==> src/rtl/game_round_if.sv <==
// game_round_if: control inputs and round-status outputs of the round sequencer
interface game_round_if;
  logic [1:0] game_state;
  logic frame_tick;
  logic pause_key;
  logic player_hit;
  logic level_done;
  logic play_enable;
  logic game_exit;
  logic [2:0] round_state;
  logic [3:0] lives;
  logic [3:0] level;
  logic [15:0] frames_left;
  logic win;
  modport master (
    output game_state, frame_tick, pause_key, player_hit, level_done,
    input play_enable, game_exit, round_state, lives, level, frames_left, win
  );
  modport slave (
    input game_state, frame_tick, pause_key, player_hit, level_done,
    output play_enable, game_exit, round_state, lives, level, frames_left, win
  );
endinterface

==> src/rtl/game_round_sequencer.sv <==
// game_round_sequencer: countdown/play/pause/clear/over sequencing and life accounting per round
module game_round_sequencer #(
  parameter int LIVES_INIT = 3,
  parameter int LEVELS = 4,
  parameter int COUNTDOWN_FRAMES = 180,
  parameter int ROUND_FRAMES = 3600,
  parameter int CLEAR_FRAMES = 120
) (
  input logic Clk,
  input logic Reset,
  game_round_if.slave g
);
  typedef enum logic [2:0] {IDLE, COUNTDOWN, PLAY, PAUSED, CLEAR, OVER} state_t;
  state_t state, n_state;
  logic [3:0] n_lives, n_level;
  logic [15:0] n_frames;
  logic n_win, pause_prev, pause_edge, last_tick;
  assign pause_edge = g.pause_key & ~pause_prev;
  assign last_tick = g.frame_tick && g.frames_left == 16'd1;
  assign g.round_state = state;
  always_ff @(posedge Clk) begin
    if (Reset) begin
      state <= IDLE;
      g.lives <= 4'(LIVES_INIT);
      g.level <= 4'd0;
      g.frames_left <= 16'd0;
      g.win <= 1'b0;
      g.play_enable <= 1'b0;
      g.game_exit <= 1'b0;
      pause_prev <= 1'b0;
    end else begin
      state <= n_state;
      g.lives <= n_lives;
      g.level <= n_level;
      g.frames_left <= n_frames;
      g.win <= n_win;
      g.play_enable <= n_state == PLAY;
      g.game_exit <= n_state == OVER && state != OVER;
      pause_prev <= g.pause_key;
    end
  end
  always_comb begin
    n_state = state;
    n_lives = g.lives;
    n_level = g.level;
    n_frames = g.frames_left;
    n_win = g.win;
    case (state)
      IDLE:
        if (g.game_state == 2'b01) begin
          n_state = COUNTDOWN;
          n_frames = 16'(COUNTDOWN_FRAMES);
        end
      COUNTDOWN:
        if (g.frame_tick) begin
          n_state = last_tick ? PLAY : COUNTDOWN;
          n_frames = last_tick ? 16'(ROUND_FRAMES) : g.frames_left - 16'd1;
        end
      PLAY:
        if (g.level_done) begin
          n_state = (g.level == 4'(LEVELS - 1)) ? OVER : CLEAR;
          n_win = g.level == 4'(LEVELS - 1);
          n_frames = (g.level == 4'(LEVELS - 1)) ? g.frames_left : 16'(CLEAR_FRAMES);
        end else if (g.player_hit || last_tick) begin
          n_state = (g.lives > 4'd1) ? COUNTDOWN : OVER;
          n_lives = (g.lives > 4'd1) ? g.lives - 4'd1 : 4'd0;
          n_win = 1'b0;
          n_frames = (g.lives > 4'd1) ? 16'(COUNTDOWN_FRAMES) : g.frames_left;
        end else begin
          n_frames = g.frame_tick ? g.frames_left - 16'd1 : g.frames_left;
          n_state = pause_edge ? PAUSED : PLAY;
        end
      PAUSED: n_state = pause_edge ? PLAY : PAUSED;
      CLEAR:
        if (g.frame_tick) begin
          n_state = last_tick ? COUNTDOWN : CLEAR;
          n_level = last_tick ? g.level + 4'd1 : g.level;
          n_frames = last_tick ? 16'(COUNTDOWN_FRAMES) : g.frames_left - 16'd1;
        end
      default: n_state = OVER;
    endcase
    // leaving in_game aborts any round; OVER also exits here
    if (state != IDLE && g.game_state != 2'b01) n_state = IDLE;
    if (n_state == IDLE) begin
      n_lives = 4'(LIVES_INIT);
      n_level = 4'd0;
      n_win = 1'b0;
      n_frames = 16'd0;
    end
  end
endmodule

==> src/flat_wrapper.sv <==
// flat-port wrapper written by rule: the top's interface ports become plain ports
module game_round_sequencer_flat 
#(
  parameter int LIVES_INIT = 3,
  parameter int LEVELS = 4,
  parameter int COUNTDOWN_FRAMES = 180,
  parameter int ROUND_FRAMES = 3600,
  parameter int CLEAR_FRAMES = 120
)
  (Clk, Reset, g_game_state, g_frame_tick, g_pause_key, g_player_hit, g_level_done, g_play_enable, g_game_exit, g_round_state, g_lives, g_level, g_frames_left, g_win);
  game_round_if g_i ();
  input logic Clk;
  input logic Reset;
  input wire logic [$bits(g_i.game_state)-1:0] g_game_state;
  input wire logic [$bits(g_i.frame_tick)-1:0] g_frame_tick;
  input wire logic [$bits(g_i.pause_key)-1:0] g_pause_key;
  input wire logic [$bits(g_i.player_hit)-1:0] g_player_hit;
  input wire logic [$bits(g_i.level_done)-1:0] g_level_done;
  output wire logic [$bits(g_i.play_enable)-1:0] g_play_enable;
  output wire logic [$bits(g_i.game_exit)-1:0] g_game_exit;
  output wire logic [$bits(g_i.round_state)-1:0] g_round_state;
  output wire logic [$bits(g_i.lives)-1:0] g_lives;
  output wire logic [$bits(g_i.level)-1:0] g_level;
  output wire logic [$bits(g_i.frames_left)-1:0] g_frames_left;
  output wire logic [$bits(g_i.win)-1:0] g_win;
  assign g_i.game_state = g_game_state;
  assign g_i.frame_tick = g_frame_tick;
  assign g_i.pause_key = g_pause_key;
  assign g_i.player_hit = g_player_hit;
  assign g_i.level_done = g_level_done;
  assign g_play_enable = g_i.play_enable;
  assign g_game_exit = g_i.game_exit;
  assign g_round_state = g_i.round_state;
  assign g_lives = g_i.lives;
  assign g_level = g_i.level;
  assign g_frames_left = g_i.frames_left;
  assign g_win = g_i.win;
  game_round_sequencer #(.LIVES_INIT(LIVES_INIT), .LEVELS(LEVELS), .COUNTDOWN_FRAMES(COUNTDOWN_FRAMES), .ROUND_FRAMES(ROUND_FRAMES), .CLEAR_FRAMES(CLEAR_FRAMES)) u_core (.Clk(Clk), .Reset(Reset), .g(g_i));
endmodule
==> config.mk <==
export PLATFORM = sky130hd
export DESIGN_NAME = game_round_sequencer_flat
export DESIGN_NICKNAME = d
export VERILOG_FILES = /design/src/rtl/game_round_if.sv /design/src/rtl/game_round_sequencer.sv /design/src/flat_wrapper.sv
export SDC_FILE = /design/constraint.sdc
export NUM_CORES = 1
export LEC_CHECK = 0
export CORE_AREA = 3 3 62 79
export CTS_CLUSTER_SIZE = 16
export DETAILED_ROUTE_END_ITERATION = 12
export DIE_AREA = 0 0 65 82
export GPL_TIMING_DRIVEN = 0
export PLACE_DENSITY = 0.72
export SLEW_MARGIN = 15
export SYNTH_ARGS = -nofsm -noshare
export SYNTH_HDL_FRONTEND = slang
export SYNTH_SLANG_ARGS = --single-unit
export TNS_END_PERCENT = 1
==> constraint.sdc <==
create_clock -name Clk -period 2.18 [get_ports Clk]
set_clock_uncertainty 0.15 [all_clocks]
set_input_delay 0.218 -clock Clk [delete_from_list [all_inputs] [get_ports Clk]]
set_output_delay 0.218 -clock Clk [all_outputs]
set_load 0.01 [all_outputs]
# After elaboration in Yosys (flattened, before gate mapping)
# Cells that the tools add are included.
# Widths: inputs -> output; s select.
# word_totals
n_memories	0
mem_bits_ro	0
output_inout_bits	30
latch_bits	0
in_bits	8
mem_bits_rw	0
register_bits	31
# classes
n_mul	0
bitwise_logic	3
shifts	0
addsub	3
div_mod_pow	0
eq_ne	17
muxes	27
n_reduce_logical	14
order_cmp	1
# ops
op	n
$mux 16	10
$pmux 16 s4	1
$mux 3	8
$eq 16x1->1 const B	1
$sub 16x1->16 const B	1
$pmux 3 s5	1
$eq 3x2->1 const B	3
$reduce_and 7->1	1
$eq 3x3->1 const B	2
$logic_not 3->1	2
$ne 3x3->1 const B	2
$reduce_and 3->1	2
$mux 1	5
$add 4x1->4 const B	1
$eq 4x2->1 const B	1
$gt 4x1->1 const B	1
$mux 4	1
$ne 2x1->1 const B	2
$ne 2x2->1 const B	2
$ne 4x3->1 const B	1
$ne 4x4->1 const B	1
$reduce_bool 4->1	1
$sub 4x1->4 const B	1
$eq 3x1->1 const B	1
10 further kinds	13

# Longest topological paths before layout
# Gate-level depths: netlist (run 1).
# depth
depth_word	9
mapped_depth	11

# Worst setup path after synthesis (run 1)
# OpenSTA, ideal clock, no wires.
# synth_path
path_type	register to register
startpoint	register u_core.g.lives[0]
endpoint	register u_core.g.frames_left[11]
stages_incl_launch_ff	9
setup_time_ps	70
path_buffers	0
slack_ps	-293
t_required_ps	1960
arrival_time_ps	2252
cell_sequence	dfxtp_1 inv_1 ha_1 or2_1 and2_1 a311o_1 a21o_1 or4_1 a21oi_1
# synth_between
elab_chain_len	8
elab_cells_between_ends	10
cone_classes	order compare (1); eq/ne (1); mux (5); reduce/logical (3)
# synth_rtl
item	line_no	text
start, declared	game_round_if.sv:21	output play_enable, game_exit, round_state, lives, level, frames_left, win
start signal, assigned	game_round_sequencer.sv:24	g.lives <= 4'(LIVES_INIT);
start signal, assigned	game_round_sequencer.sv:33	g.lives <= n_lives;
$gt 4x1->1 *	game_round_sequencer.sv:65, game_round_sequencer.sv:68	
$mux 3	game_round_sequencer.sv:65	n_state = (g.lives > 4'd1) ? COUNTDOWN : OVER;
$mux 3	game_round_sequencer.sv:64	end else if (g.player_hit || last_tick) begin
$mux 3	game_round_sequencer.sv:60	if (g.level_done) begin
$pmux 3 s5	game_round_sequencer.sv:48	case (state)
$mux 3	game_round_sequencer.sv:83	if (state != IDLE && g.game_state != 2'b01) n_state = IDLE;
$logic_not 3->1	game_round_sequencer.sv:84	if (n_state == IDLE) begin
$reduce_or 2->1 (no line)	-	
end signal, assigned	game_round_sequencer.sv:35	g.frames_left <= n_frames;
end, declared	game_round_if.sv:21	
# Every way passes the cells marked *; elsewhere a longest branch is shown, timed or not.
# A chain may end at the register's enable or synchronous reset.

# Final worst setup path (run 1)
# layout_path
startpoint	register u_core.g.lives[0]
endpoint	register u_core.g.frames_left[1]
# Same word-level chain as after synthesis.

==> results of run 1 <==
power groups by stage:
stage	logic, W	registers (W)	clock network, W
after global placement	0.000199	0.000591	0
after CTS	0.000222	0.000577	0.000511
after detailed placement	0.000199	0.000591	0
after global routing	0.000264	0.000578	0.000541
final	0.000244	0.000578	0.000505
after floorplan	0.000131	0.000592	0
registers in the layout, summed over array words and instances, names as in the netlist:
| signal | flops |
|---|---|
| u_core.g.lives | 4 |
| u_core.pause_prev | 1 |
| u_core.g.level | 4 |
| u_core.g.game_exit | 1 |
| u_core.g.round_state | 3 |
| u_core.g.play_enable | 1 |
| u_core.g.win | 1 |
| u_core.g.frames_left | 16 |
path summary, 6_finish.rpt:
path | depth (start not counted) | slack (ps) | to | start
setup / recovery | 9 | -140 | u_core.g.frames_left[1] | u_core.g.lives[0]
hold / removal | 3 | 330 | u_core.pause_prev | g_pause_key
setup reg to reg | 9 | -140 | u_core.g.frames_left[1] | u_core.g.lives[0]
hold reg to reg | 2 | 340 | u_core.g.win | u_core.g.win
worst max-delay path, cell delays in order, from the launching register on:
cell and delay [ps]:
dfxtp_4 380, inv_4 40, ha_4 150, or2_1 210
and2_4 140, a311o_1 380, a21o_1 220, buf_6 150
or3_4 320, a21oi_2 110
timing repair:
action | in CTS | in global routing
pin swaps | 11 | 9
gates resized for setup | 29 | 19
gates cloned | 1 | 0
buffers inserted | 11 | 6
endpoints found under the setup margin | 28 | 24
area by class of cell:
| cell class | instances | area share |
|---|---|---|
| plain buffers | 11 | 0.0264 |
| clock buffers | 8 | 0.0352 |
| repair buffers | 55 | 0.179 |
| well taps | 58 | 0.0255 |
| inverters | 8 | 0.0114 |
| multi-input cells | 212 | 0.500 |
| flip-flops and latches | 31 | 0.223 |
layer usage:
metal	up-vias	routed length, um	track usage
li1	1091	-	-
met2	142	3060	0.403
met5	-	0	0
met4	0	306	0.171
met3	38	540	0.0465
met1	1057	2410	0.294
placed cells by master, fill, tap and decap left out, drive strengths merged, types with 5 or more instances in the layout:
master	n
ha	5
clkbuf	12
clkdlybuf4s50	36
nor4	5
nand3	5
nor3	15
nand2	24
buf	25
a31oi	5
o21ai	21
dfxtp	31
a21oi	24
nor2	39
inv	8
stage by stage:
stage,hold slack [ps],instances
6_report,330,383
5_1_grt,363,383
4_1_cts,335,377
3_5_place_dp,331,358
3_3_place_gp,321,358
2_1_floorplan,135,263
kinds of logic after synthesis:
| kind of cell | synth area share |
|---|---|
| AO/OA/AOI/OAI | 0.250 |
| XOR/XNOR | 0.0224 |
| adder cells (fa/ha/maj) | 0.0319 |
| buffers and inverters | 0.0492 |
| flip-flops | 0.317 |
| multiplexers | 0.0102 |
| AND/OR/NAND/NOR | 0.319 |
==> run summary, run 1 <==
Status: finished with violations
Failing checks: negative setup slack
Initial antenna violation count: 0
Clk_lat worst skew: 290 ps
Synth top cells by count: nor2_1, dfxtp_1, a21oi_1, nand2_1, o21ai_0
Total wire length: 6.32 mm
Fillers: 384
Core footprint: 4290 sq um
Vias/cell: 6.08
Final Cell Area: 2840 sq um
CTS root buf: clkbuf_8
Cts bufs inserted: 5
Cell Area, Synth: 1960 sq um
# clock sinks: 31
Sequential fraction of the synthesis area: 0.317
First-pass GRT wire length: 10.3 mm
N_diodes: 0
Worst setup SP type: flop
Async set or reset register ratio after synthesis: 0
Multi-input logic area: 1420 sq um
Int Pwr: 0.000955 W
CTS tree: yes
Synth top area share: 0.317
Syn nets: 276
Cell taking the most area after synthesis: dfxtp_1
Pre-CTS setup slack: -807 ps
Net Sw Power: 0.000372 W
Final net count: 337
Share of cells above drive strength 1: 0.225
IO buf count: 37
Post-synth EDFFs: 0
Hold Fails Final Rpt: 0
Slew @ Worst Pin: 666 ps
GR Util All Layers: 0.248
Max-cap viol count: 0
Syn. warnings: 0
Number of remaining DRC errors: 0
CP Max Fanout: 5
RSZ-0062 raised after global routing: yes
P&R area growth vs syn: 45.1%
Leakage: 1.03 nW
Initial Util: 0.457
Pins Over Slew Limit: 0
Gate power share: 0.184
Worst min path class: input port to flop
Worst slew margin: 0.556
Vias in the first global route: 2247
Total negative slack: -1490 ps
Cell Rows: 27
Die area: 5330 sq um
#FFs+latches synth: 31
Clock power share: 0.380
Final ANT Viol Nets: 0
Gpl congestion: 0.900
Crit end category: flop
Top_reg_cell synth: dfxtp_1
Register area: 633 sq um
I/O pin count: 38
Grt ovf: 0
Post-layout util: 0.663
Crit path time final: 2320 ps
Final Worst Setup Slack: -136 ps
Final HPWL DP: 4.02 mm
Avg Cell Area, Syn: 7.45 sq um
Max clock buf depth: 2
Htree depth: 2
Area contributors post-synth: dfxtp_1, nor2_1, a21oi_1
DIE WIDTH: 65 um
Reg clk slew, reported paths: 70 ps
Crit Path Category: flop to flop
Drt pass-1 iters: 5
Worst EP required: 2240 ps
WL/cell: 16.5 um
Peak supply drop: 0.439 mV
Sw Share: 0.281
Setup Viol. Count Final: 17
1st-iter DRT viols: 220
Mapped Cells: 263
Post-synthesis cell type count: 51
Part of the power in registers: 0.435
Top-count cell post-synth: nor2_1
Die Span Y: 82 um
Max Fclk: 432 MHz
WP data arrival: 2380 ps
Hold_buf cts: 0
Power per cell area: 467 nW/um^2
Dpl cell area: 2420 sq um
Total power: 0.00133 W
Routed via count: 2328
Final period util: 1.06
Largest net degree at the start of global routing: 11
Power figures use the tool's default switching activity.
==> run 2, diff against run 1 <==
--- a/config.mk
+++ b/config.mk
@@ -11,6 +11,7 @@
 export DIE_AREA = 0 0 65 82
 export GPL_TIMING_DRIVEN = 0
 export PLACE_DENSITY = 0.72
+export SETUP_SLACK_MARGIN = 0.02
 export SLEW_MARGIN = 15
 export SYNTH_ARGS = -nofsm -noshare
 export SYNTH_HDL_FRONTEND = slang
==> run 2 against run 1 <==
  * Clock power hardly changed
  * The flow still finishes with violations (negative setup slack)
  * Cell count is 1.6% lower
  * Cell area is 2.3% lower
  * Core utilization is 1.5 points lower
  * Die area stayed put
  * Register-to-register slack worse by 170 ps
  * Critical endpoint unchanged
  * Via count is 1.8% lower
  * Highest routed layer unchanged
  * Sequential power hardly changed
  * Largest cell class unchanged
  * Non-clock buffer count is 6 lower
==> run summary, run 2 (synthesis gave the netlist of run 1 again) <==
Status: finished with violations
Failing checks: negative setup slack
Total wire length: 6.19 mm
WL/cell: 16.4 um
Max-cap viol count: 0
Setup Viol. Count Final: 17
Pins Over Slew Limit: 0
Leakage: 1.01 nW
Register bank with the most flops: u_core.g.frames_left
Delay-heaviest family, CP: compound AO/OA/AOI/OAI gates
Crit end category: flop
Commonest non-fill, non-tap cell in the layout: nor2_1
CP Max Fanout: 5
Most frequent cells in the layout: nor2_1, clkdlybuf4s50_1, dfxtp_1, nand2_1, a21oi_1
Drt pass-1 iters: 5
Hold depth: 3
P&R area growth vs syn: 41.7%
Die area: 5330 sq um
CP most frequent cell: buf_6
Initial Util: 0.457
Number of remaining DRC errors: 0
WP data arrival: 2540 ps
Crit Path Category: flop to flop
RR Endpoint: u_core.g.frames_left[1]
N_diodes: 0
Biggest regs: u_core.g.frames_left: 16 flops, u_core.g.level: 4 flops, u_core.g.lives: 4 flops
Worst min path class: input port to flop
Initial antenna violation count: 0
Core footprint: 4290 sq um
Worst slew margin: 0.549
Worst path max stage delay: 390 ps
Largest register FFs: 16
Final HPWL DP: 4.02 mm
CP startpoint: u_core.g.frames_left[1]
Share of cells above drive strength 1: 0.197
Routed via count: 2287
Crit path time final: 2480 ps
Worst R2R Start: u_core.g.frames_left[1]
R2R cell count: 10
Worst R2R Setup Slack: -300 ps
Slew @ Worst Pin: 677 ps
Largest net degree at the start of global routing: 11
Final Worst Setup Slack: -301 ps
Vias/cell: 6.07
Cell depth of the worst setup path: 10
Pre-CTS setup slack: -807 ps
Reg clk slew, reported paths: 70 ps
Worst setup SP type: flop
RSZ-0062 raised after global routing: yes
Clk_lat worst skew: 280 ps
Worst EP required: 2240 ps
Vias in the first global route: 2202
CTS tree: yes
CTS root buf: clkbuf_8
Hold_buf cts: 0
Hold Fails Final Rpt: 0
Critical Path, Cell by Cell: inv_4 > ha_4 > nor4bb_4 > and4_1 > buf_6 > a311o_1 > a21o_1 > buf_6 > or3_4 > a21oi_2
Power per cell area: 477 nW/um^2
Die Span Y: 82 um
Worst setup path endpoint: u_core.g.frames_left[1]
Worst path slowest cell: a311o_1
Gpl congestion: 0.900
Final net count: 331
Htree depth: 2
# clock sinks: 31
DIE WIDTH: 65 um
Max clock buf depth: 2
WP buf/inv: 3
Final ANT Viol Nets: 0
Max Fclk: 403 MHz
Cell Rows: 27
Final period util: 1.14
1st-iter DRT viols: 266
GR Util All Layers: 0.238
Peak supply drop: 0.430 mV
Cts bufs inserted: 5
Grt ovf: 0
First-pass GRT wire length: 9.95 mm
I/O pin count: 38
IO buf count: 37
Post-layout util: 0.647
-- run 2: area by class of cell --
class	instances	area, sq um
buffer	12	86.3
inverter	8	32.5
clock buffer	8	100
fill	397	1510
sequential	31	631
timing repair buffer	48	453
multi-input combinational	212	1400
tap	58	72.6
-- run 2: power by group --
group          internal (W)  leakage (nW)  switching, W
Sequential         0.000570         0.251    0.00000879
Combinational     0.0000946         0.702      0.000147
Clock              0.000288        0.0515      0.000217
-- run 2: how the worst min path moves through the flow --
stage / startpoint / endpoint / slack [ps]
after floorplan: Reset / u_core.pause_prev / 130
after global placement: u_core.g.frames_left[12] / u_core.g.frames_left[12] / 320
after detailed placement: u_core.g.win / u_core.g.win / 330
after CTS: g_pause_key / u_core.pause_prev / 340
after global routing: g_pause_key / u_core.pause_prev / 360
final: g_pause_key / u_core.pause_prev / 330
-- run 2: repair_timing --
item / CTS / global route
setup endpoints to repair: 28 / 27
cloned: 1 / 0
resized for setup: 18 / 21
buffers inserted: 5 / 5
pin swaps: 4 / 7
-- run 2: worst min-delay path, stage by stage --
cell and delay (ps):
clkdlybuf4s50_1 400, inv_1 70, nor2_1 40
-- run 2: per-layer routing --
metal | routed length (um) | GRT usage | vias to the layer above
met3 | 441 | 0.0561 | 23
met1 | 2530 | 0.279 | 1068
met4 | 210 | 0.146 | 0
met2 | 3010 | 0.393 | 117
li1 | - | - | 1079
met5 | 0 | 0 | -
-- run 2: through the flow --
stage,TNS (ps),instance area (sq um),power [W],cells,hold slack (ps)
final,-3630,2780,0.00133,377,332
after global routing,-5180,2780,0.00138,377,362
after CTS,-2820,2650,0.00131,372,335
after detailed placement,-15830,2420,0.000790,358,331
after global placement,-17160,2420,0.000789,358,321
after floorplan,-598,1980,0.000723,263,135
